<file path="src/rtl/seq_divider_16bit_if.sv">
// Request/result bundle of the sequential divider: operands and mode in, quotient/remainder/flags out.
// start is only honoured while busy is low; results hold until the next done pulse.
interface seq_divider_16bit_if #(
  parameter int WIDTH = 16
);
  logic             start;
  logic [WIDTH-1:0] A;
  logic [WIDTH-1:0] B;
  logic             Sign_ctrl;
  logic             busy;
  logic             done;
  logic [WIDTH-1:0] Q;
  logic [WIDTH-1:0] R;
  logic             DZ;
  logic             O;

  modport master (
    output start, A, B, Sign_ctrl,
    input  busy, done, Q, R, DZ, O
  );

  modport slave (
    input  start, A, B, Sign_ctrl,
    output busy, done, Q, R, DZ, O
  );
endinterface

</file>
<file path="src/rtl/seq_divider_16bit.sv">
// Restoring shift/subtract divider, one quotient bit per clock; done 17 edges after start (1 for divide-by-zero).
// No queueing: start is ignored while busy, results and flags hold until the next done pulse.
module seq_divider_16bit #(
  parameter int WIDTH = 16
) (
  input  logic               clk,
  input  logic               rst_n,
  seq_divider_16bit_if.slave bus
);
  localparam int CW = $clog2(WIDTH);

  localparam logic [1:0] S_IDLE = 2'd0;
  localparam logic [1:0] S_CALC = 2'd1;
  localparam logic [1:0] S_FIX  = 2'd2;

  localparam logic [CW-1:0]    CNT_LAST = CW'(WIDTH - 1);
  localparam logic [WIDTH-1:0] ALL_ONES = {WIDTH{1'b1}};
  localparam logic [WIDTH-1:0] MIN_NEG  = {1'b1, {(WIDTH-1){1'b0}}};

  typedef struct packed {
    logic [WIDTH-1:0] quo;
    logic [WIDTH-1:0] rem;
    logic             dz;
    logic             ovf;
  } res_t;

  logic [1:0]       state_q, state_d;
  logic [WIDTH-1:0] rem_q, rem_d;
  logic [WIDTH-1:0] dvd_q, dvd_d;
  logic [WIDTH-1:0] dvs_q, dvs_d;
  logic [CW-1:0]    cnt_q, cnt_d;
  logic             neg_quo_q, neg_quo_d;
  logic             neg_rem_q, neg_rem_d;
  logic             dz_sel_q, dz_sel_d;
  logic             ovf_sel_q, ovf_sel_d;
  logic             busy_q, busy_d;
  logic             done_q, done_d;
  res_t             res_q, res_d;

  logic             a_neg, b_neg;
  logic [WIDTH-1:0] a_mag, b_mag;
  logic [WIDTH:0]   rem_sh;
  logic [WIDTH:0]   trial;

  assign a_neg  = bus.Sign_ctrl & bus.A[WIDTH-1];
  assign b_neg  = bus.Sign_ctrl & bus.B[WIDTH-1];
  assign a_mag  = a_neg ? -bus.A : bus.A;
  assign b_mag  = b_neg ? -bus.B : bus.B;
  assign rem_sh = {rem_q, dvd_q[WIDTH-1]};
  assign trial  = rem_sh - {1'b0, dvs_q};

  always_comb begin
    state_d   = state_q;
    rem_d     = rem_q;
    dvd_d     = dvd_q;
    dvs_d     = dvs_q;
    cnt_d     = cnt_q;
    neg_quo_d = neg_quo_q;
    neg_rem_d = neg_rem_q;
    dz_sel_d  = dz_sel_q;
    ovf_sel_d = ovf_sel_q;
    busy_d    = busy_q;
    done_d    = 1'b0;
    res_d     = res_q;

    case (state_q)
      S_IDLE: begin
        if (bus.start) begin
          busy_d    = 1'b1;
          neg_quo_d = a_neg ^ b_neg;
          neg_rem_d = a_neg;
          rem_d     = '0;
          cnt_d     = '0;
          dvs_d     = b_mag;
          ovf_sel_d = bus.Sign_ctrl && (bus.A == MIN_NEG) && (bus.B == ALL_ONES);
          // Divide-by-zero keeps the raw dividend so it can be returned as the remainder.
          if (bus.B == '0) begin
            dz_sel_d = 1'b1;
            dvd_d    = bus.A;
            state_d  = S_FIX;
          end else begin
            dz_sel_d = 1'b0;
            dvd_d    = a_mag;
            state_d  = S_CALC;
          end
        end
      end

      S_CALC: begin
        // The dividend register shifts left and collects quotient bits in its LSB.
        dvd_d = {dvd_q[WIDTH-2:0], ~trial[WIDTH]};
        rem_d = trial[WIDTH] ? rem_sh[WIDTH-1:0] : trial[WIDTH-1:0];
        cnt_d = cnt_q + 1'b1;
        if (cnt_q == CNT_LAST) begin
          state_d = S_FIX;
        end
      end

      S_FIX: begin
        state_d = S_IDLE;
        busy_d  = 1'b0;
        done_d  = 1'b1;
        if (dz_sel_q) begin
          res_d.quo = ALL_ONES;
          res_d.rem = dvd_q;
          res_d.dz  = 1'b1;
          res_d.ovf = 1'b0;
        end else begin
          // MIN/-1 wraps naturally to MIN here; only the flag needs extra state.
          res_d.quo = neg_quo_q ? -dvd_q : dvd_q;
          res_d.rem = neg_rem_q ? -rem_q : rem_q;
          res_d.dz  = 1'b0;
          res_d.ovf = ovf_sel_q;
        end
      end

      default: begin
        state_d = S_IDLE;
        busy_d  = 1'b0;
      end
    endcase
  end

  always_ff @(posedge clk) begin
    if (!rst_n) begin
      state_q   <= S_IDLE;
      rem_q     <= '0;
      dvd_q     <= '0;
      dvs_q     <= '0;
      cnt_q     <= '0;
      neg_quo_q <= 1'b0;
      neg_rem_q <= 1'b0;
      dz_sel_q  <= 1'b0;
      ovf_sel_q <= 1'b0;
      busy_q    <= 1'b0;
      done_q    <= 1'b0;
      res_q     <= '0;
    end else begin
      state_q   <= state_d;
      rem_q     <= rem_d;
      dvd_q     <= dvd_d;
      dvs_q     <= dvs_d;
      cnt_q     <= cnt_d;
      neg_quo_q <= neg_quo_d;
      neg_rem_q <= neg_rem_d;
      dz_sel_q  <= dz_sel_d;
      ovf_sel_q <= ovf_sel_d;
      busy_q    <= busy_d;
      done_q    <= done_d;
      res_q     <= res_d;
    end
  end

  assign bus.busy = busy_q;
  assign bus.done = done_q;
  assign bus.Q    = res_q.quo;
  assign bus.R    = res_q.rem;
  assign bus.DZ   = res_q.dz;
  assign bus.O    = res_q.ovf;
endmodule

</file>
<file path="src/flat_wrapper.sv">
// flat-port wrapper written by rule: the top's interface ports become plain ports
module seq_divider_16bit_flat 
#(
  parameter int WIDTH = 16
)
  (clk, rst_n, bus_start, bus_A, bus_B, bus_Sign_ctrl, bus_busy, bus_done, bus_Q, bus_R, bus_DZ, bus_O);
  seq_divider_16bit_if #(.WIDTH(WIDTH)) bus_i ();
  input  logic clk;
  input  logic rst_n;
  input wire logic [$bits(bus_i.start)-1:0] bus_start;
  input wire logic [$bits(bus_i.A)-1:0] bus_A;
  input wire logic [$bits(bus_i.B)-1:0] bus_B;
  input wire logic [$bits(bus_i.Sign_ctrl)-1:0] bus_Sign_ctrl;
  output wire logic [$bits(bus_i.busy)-1:0] bus_busy;
  output wire logic [$bits(bus_i.done)-1:0] bus_done;
  output wire logic [$bits(bus_i.Q)-1:0] bus_Q;
  output wire logic [$bits(bus_i.R)-1:0] bus_R;
  output wire logic [$bits(bus_i.DZ)-1:0] bus_DZ;
  output wire logic [$bits(bus_i.O)-1:0] bus_O;
  assign bus_i.start = bus_start;
  assign bus_i.A = bus_A;
  assign bus_i.B = bus_B;
  assign bus_i.Sign_ctrl = bus_Sign_ctrl;
  assign bus_busy = bus_i.busy;
  assign bus_done = bus_i.done;
  assign bus_Q = bus_i.Q;
  assign bus_R = bus_i.R;
  assign bus_DZ = bus_i.DZ;
  assign bus_O = bus_i.O;
  seq_divider_16bit #(.WIDTH(WIDTH)) u_core (.clk(clk), .rst_n(rst_n), .bus(bus_i));
endmodule
</file>
<file path="config.mk">
export PLATFORM = sky130hd
export DESIGN_NAME = seq_divider_16bit_flat
export DESIGN_NICKNAME = d
export VERILOG_FILES = /design/src/rtl/seq_divider_16bit_if.sv /design/src/rtl/seq_divider_16bit.sv /design/src/flat_wrapper.sv
export SDC_FILE = /design/constraint.sdc
export NUM_CORES = 1
export LEC_CHECK = 0
export BUFFER_PORTS_ARGS = -buffer_cell sky130_fd_sc_hd__buf_2
export CELL_PAD_IN_SITES_DETAIL_PLACEMENT = 0
export CELL_PAD_IN_SITES_GLOBAL_PLACEMENT = 1
export CORE_MARGIN = 4
export CORE_UTILIZATION = 35
export DETAILED_ROUTE_END_ITERATION = 16
export PLACE_DENSITY_LB_ADDON = 0.1
export SKIP_LAST_GASP = 1
export SLEW_MARGIN = 20
export SYNTH_ARGS = -nofsm -noshare
export SYNTH_HDL_FRONTEND = slang
export SYNTH_SLANG_ARGS = --single-unit
</file>
<file path="constraint.sdc">
create_clock -name clk -period 3.2 [get_ports clk]
set_clock_uncertainty 0.2 [all_clocks]
set_input_delay 0.32 -clock clk [delete_from_list [all_inputs] [get_ports clk]]
set_output_delay 0.32 -clock clk [all_outputs]
set_load 0.01 [all_outputs]
</file>
==> results.md <==
* Register-to-register setup slack at ~0.26 ns
* DRT Pass-1 Iters at 5
* Worst path bufs/invs at 1
* Clock Sinks at 94
* Share of layout cells above drive strength 1 at 0.150
* Syn avg cell area at 7.81 um2
* Max Cap Violations at 0
* Final critical-path required period at 2.94 ns
* Max incr delay on CP at 0.51 ns
* Fill count at ~1.8k
* Synth Warn # at 0
* Yosys top cell by area: dfxtp_1
* Yosys reg bits at 94
* Nets at about 890
* Core Rows at between 40 and 50
* WP data required at 3.21 ns
* Initial antenna violation count at 0
* Antenna diodes at 0
* Die area at just under 20000 um2
* Average wire per standard cell at 17.9 um
* # resized after CTS at 0
* Synth-to-Final Area Change at 13.2%
* Tightest Pin Transition at 0.933 ns
* Initial cell density of the core at 0.357
* Htree depth at 3
* RSZ-0062 raised after global routing: no
* Area of the multi-input gates at 3920 um2
* Setup TNS at 0 ns
* Top cell type's share of synthesized area at 0.306
* CTS Hold Bufs at 0
* GRT Total Usage at 0.192
* Post-synthesis async set-or-reset flop share at 0
* Crit path capture type: register
* HP Class: input port to register
* Met1 WL at 8920 um
* # IOs at 72
* Cell Pwr Density at around 460 nW/um2
* Cells after Synth at between 700 and 800
* GRT overflow at 0
* Max-slew headroom at 0.378
* Largest net degree at the start of global routing at 48
* Top delay family on crit path: compound AO/OA/AOI/OAI gates
* CTS Root Cell: clkbuf_16
* Leakage at 0.00275 uW
* Max Slew Vio Count at 0
* CTS tree: done
* Post-DRT Antenna Nets at 0
* Max layer used: met4
* Clock Latency Late Sink at 0.35 ns
* Critical path, cell by cell: inv_1, ha_1, fa_1, nand2b_1, a21oi_1, o21ai_1, a21oi_2, and2_1, o211ai_1
* Synth area leaders: dfxtp_1 31%, nand2_1 6.3%, xnor2_1 4.7%, ha_1 4.5%, o211ai_1 3.8%
* # DRC at 0
* Core region area at 17200 um2
* Final setup viols at 0
* Wirelength, routed at 19000 um
* Clock Tree Buf Depth at 2
* Crit-path slowest cell: and2_1
* Vias in the first global route at 5649
* Gpl congestion at 0.855
* Met2 WL post-DR at 8990 um
* Synth cell types at 65
* PortBufs at 71
* Routed vias/inst at 5.59
* Worst-path maximum fanout at 15
* Status: finished clean
* Dpl hpwl at 14400 um
* Met3 WL post-DR at 736 um
* Number of placed cells counting well taps at approximately 1.0k
* Die X at 141 um
* Post-synthesis cell area at 6150 um2
* Die H at about 140 um
* Synth Flop Type: dfxtp_1
* Post-Syn Nets at 847
* Fmax at 340 MHz
* Crit path DAT at 2.95 ns
* CP Class: register to register
* FF+latch area at 1880 um2
* Clk slew on worst S/H paths at approximately 0.07 ns
* Global-route wire length before repair at 30700 um
* Crit start category: register
* Number of DRC markers in iteration 0 at 400
* Final cell count without fillers at 1058
* Post-synth EDFFs at 0
* Vias at 5919
* Post-synthesis sequential area ratio at 0.306
* Setup bufs post-CTS at 0
* Final hold vios at 0
* Worst vdd ir at ~300 uV
* Final cycle utilization of the critical path at 0.920
* CTS Buf Count at 9
[cell type report]
type	count	share of cell area
multi-input combinational	604	0.563
sequential	94	0.270
inverter	32	0.0173
clock inverter	6	0.00755
clock buffer	10	0.0329
timing repair buffer	87	0.0683
tap	225	0.0404
[sequential cells by signal, indices dropped and copies added (netlist names)]
register	cells
u_core.ovf_sel_q	1
u_core.bus.done	1
u_core.state_q	2
u_core.dz_sel_q	1
u_core.bus.busy	1
u_core.neg_rem_q	1
u_core.bus.O	1
u_core.rem_q	16
u_core.neg_quo_q	1
u_core.dvd_q	16
u_core.bus.DZ	1
u_core.bus.R	16
u_core.bus.Q	16
u_core.cnt_q	4
u_core.dvs_q	16
[power breakdown]
group	internal [uW]	total (uW)	switching [uW]	leakage [uW]
clock network	540	1040	502	0.000132
registers	1240	1330	84.9	0.000766
logic	309	808	499	0.00185
total	2090	3180	1090	0.00275
[synth_stat cells, types with 8 or more instances]
cell      instances
nand2_1         104
dfxtp_1          94
nor2_1           53
clkbuf_1         48
o21ai_0          44
xnor2_1          33
a21oi_1          31
inv_1            31
o211ai_1         31
ha_1             22
xor2_1           20
nand4_1          19
nand3_1          18
nor3_1           17
a21boi_0         16
a22oi_1          12
a211oi_1         11
nand2b_1         11
and2_1           10
nor4_1           10
o211a_1          10
o31ai_1          10
a31oi_1           9
or3_1             8
[final timing paths]
kind         cells after the start        startpoint               end
min reg2reg                      2  u_core.bus.R[13]  u_core.bus.R[13]
max                              9  u_core.dvd_q[15]   u_core.rem_q[5]
min                              3         bus_A[11]  u_core.dvd_q[11]
max reg2reg                      9  u_core.dvd_q[15]   u_core.rem_q[5]
[kinds of logic after synthesis]
logic type                 Yosys count  synth area share
and+or+nand+nor                    289             0.234
AOI/OAI and AO/OA                  235             0.273
adders and majority gates           23            0.0480
DFF                                 94             0.306
xor gates and xnor gates            53            0.0754
buffers and inverters               90            0.0571
muxes                                4           0.00671
[metrics by stage]
stage / total power, uW / util / cell area (um2) / setup slack (ns) / hold WS [ns]
CTS: 3200 / 0.404 / 6960 / 0.0685 / 0.0383
finish: 3180 / 0.404 / 6960 / 0.257 / 0.0418
floorplan: 1900 / - / 6150 / 0.494 / 0.232
global placement: 2150 / 0.388 / 6680 / 0.164 / 0.246
detailed placement: 2150 / 0.388 / 6680 / 0.106 / 0.245
global route: 3350 / 0.404 / 6960 / 0.0538 / 0.0765
[metal layers]
metal | GRT usage | vias up
li1 | - | 2957
met1 | 0.262 | 2820
met2 | 0.316 | 121
met3 | 0.0336 | 21
met4 | 0.0505 | 0
met5 | 0 | -
[cells in the final DEF, fill, tap and decap left out, types with 4 or more instances in the layout]
cell / count
a211oi_1: 11
a21boi_0: 16
a21oi_1: 31
a22o_1: 6
a22oi_1: 12
a31oi_1: 9
and2_1: 11
and3_1: 7
buf_2: 71
buf_4: 16
clkbuf_16: 9
dfxtp_1: 94
ha_1: 22
inv_1: 31
nand2_1: 104
nand2b_1: 11
nand3_1: 18
nand4_1: 19
nor2_1: 53
nor2b_1: 5
nor3_1: 17
nor4_1: 10
o2111ai_1: 6
o211a_1: 10
o211ai_1: 31
o21a_1: 5
o21ai_0: 44
o221a_2: 7
o22ai_1: 6
o31ai_1: 10
o41ai_1: 7
or2_2: 4
or3_1: 8
or4_1: 4
or4_4: 4
xnor2_1: 33
xor2_1: 20
[worst min-delay path: stages]
cell,delay [ns]
buf_2,0.10
nand4_1,0.07
o221ai_1,0.07
Power figures use the tool's default switching activity.
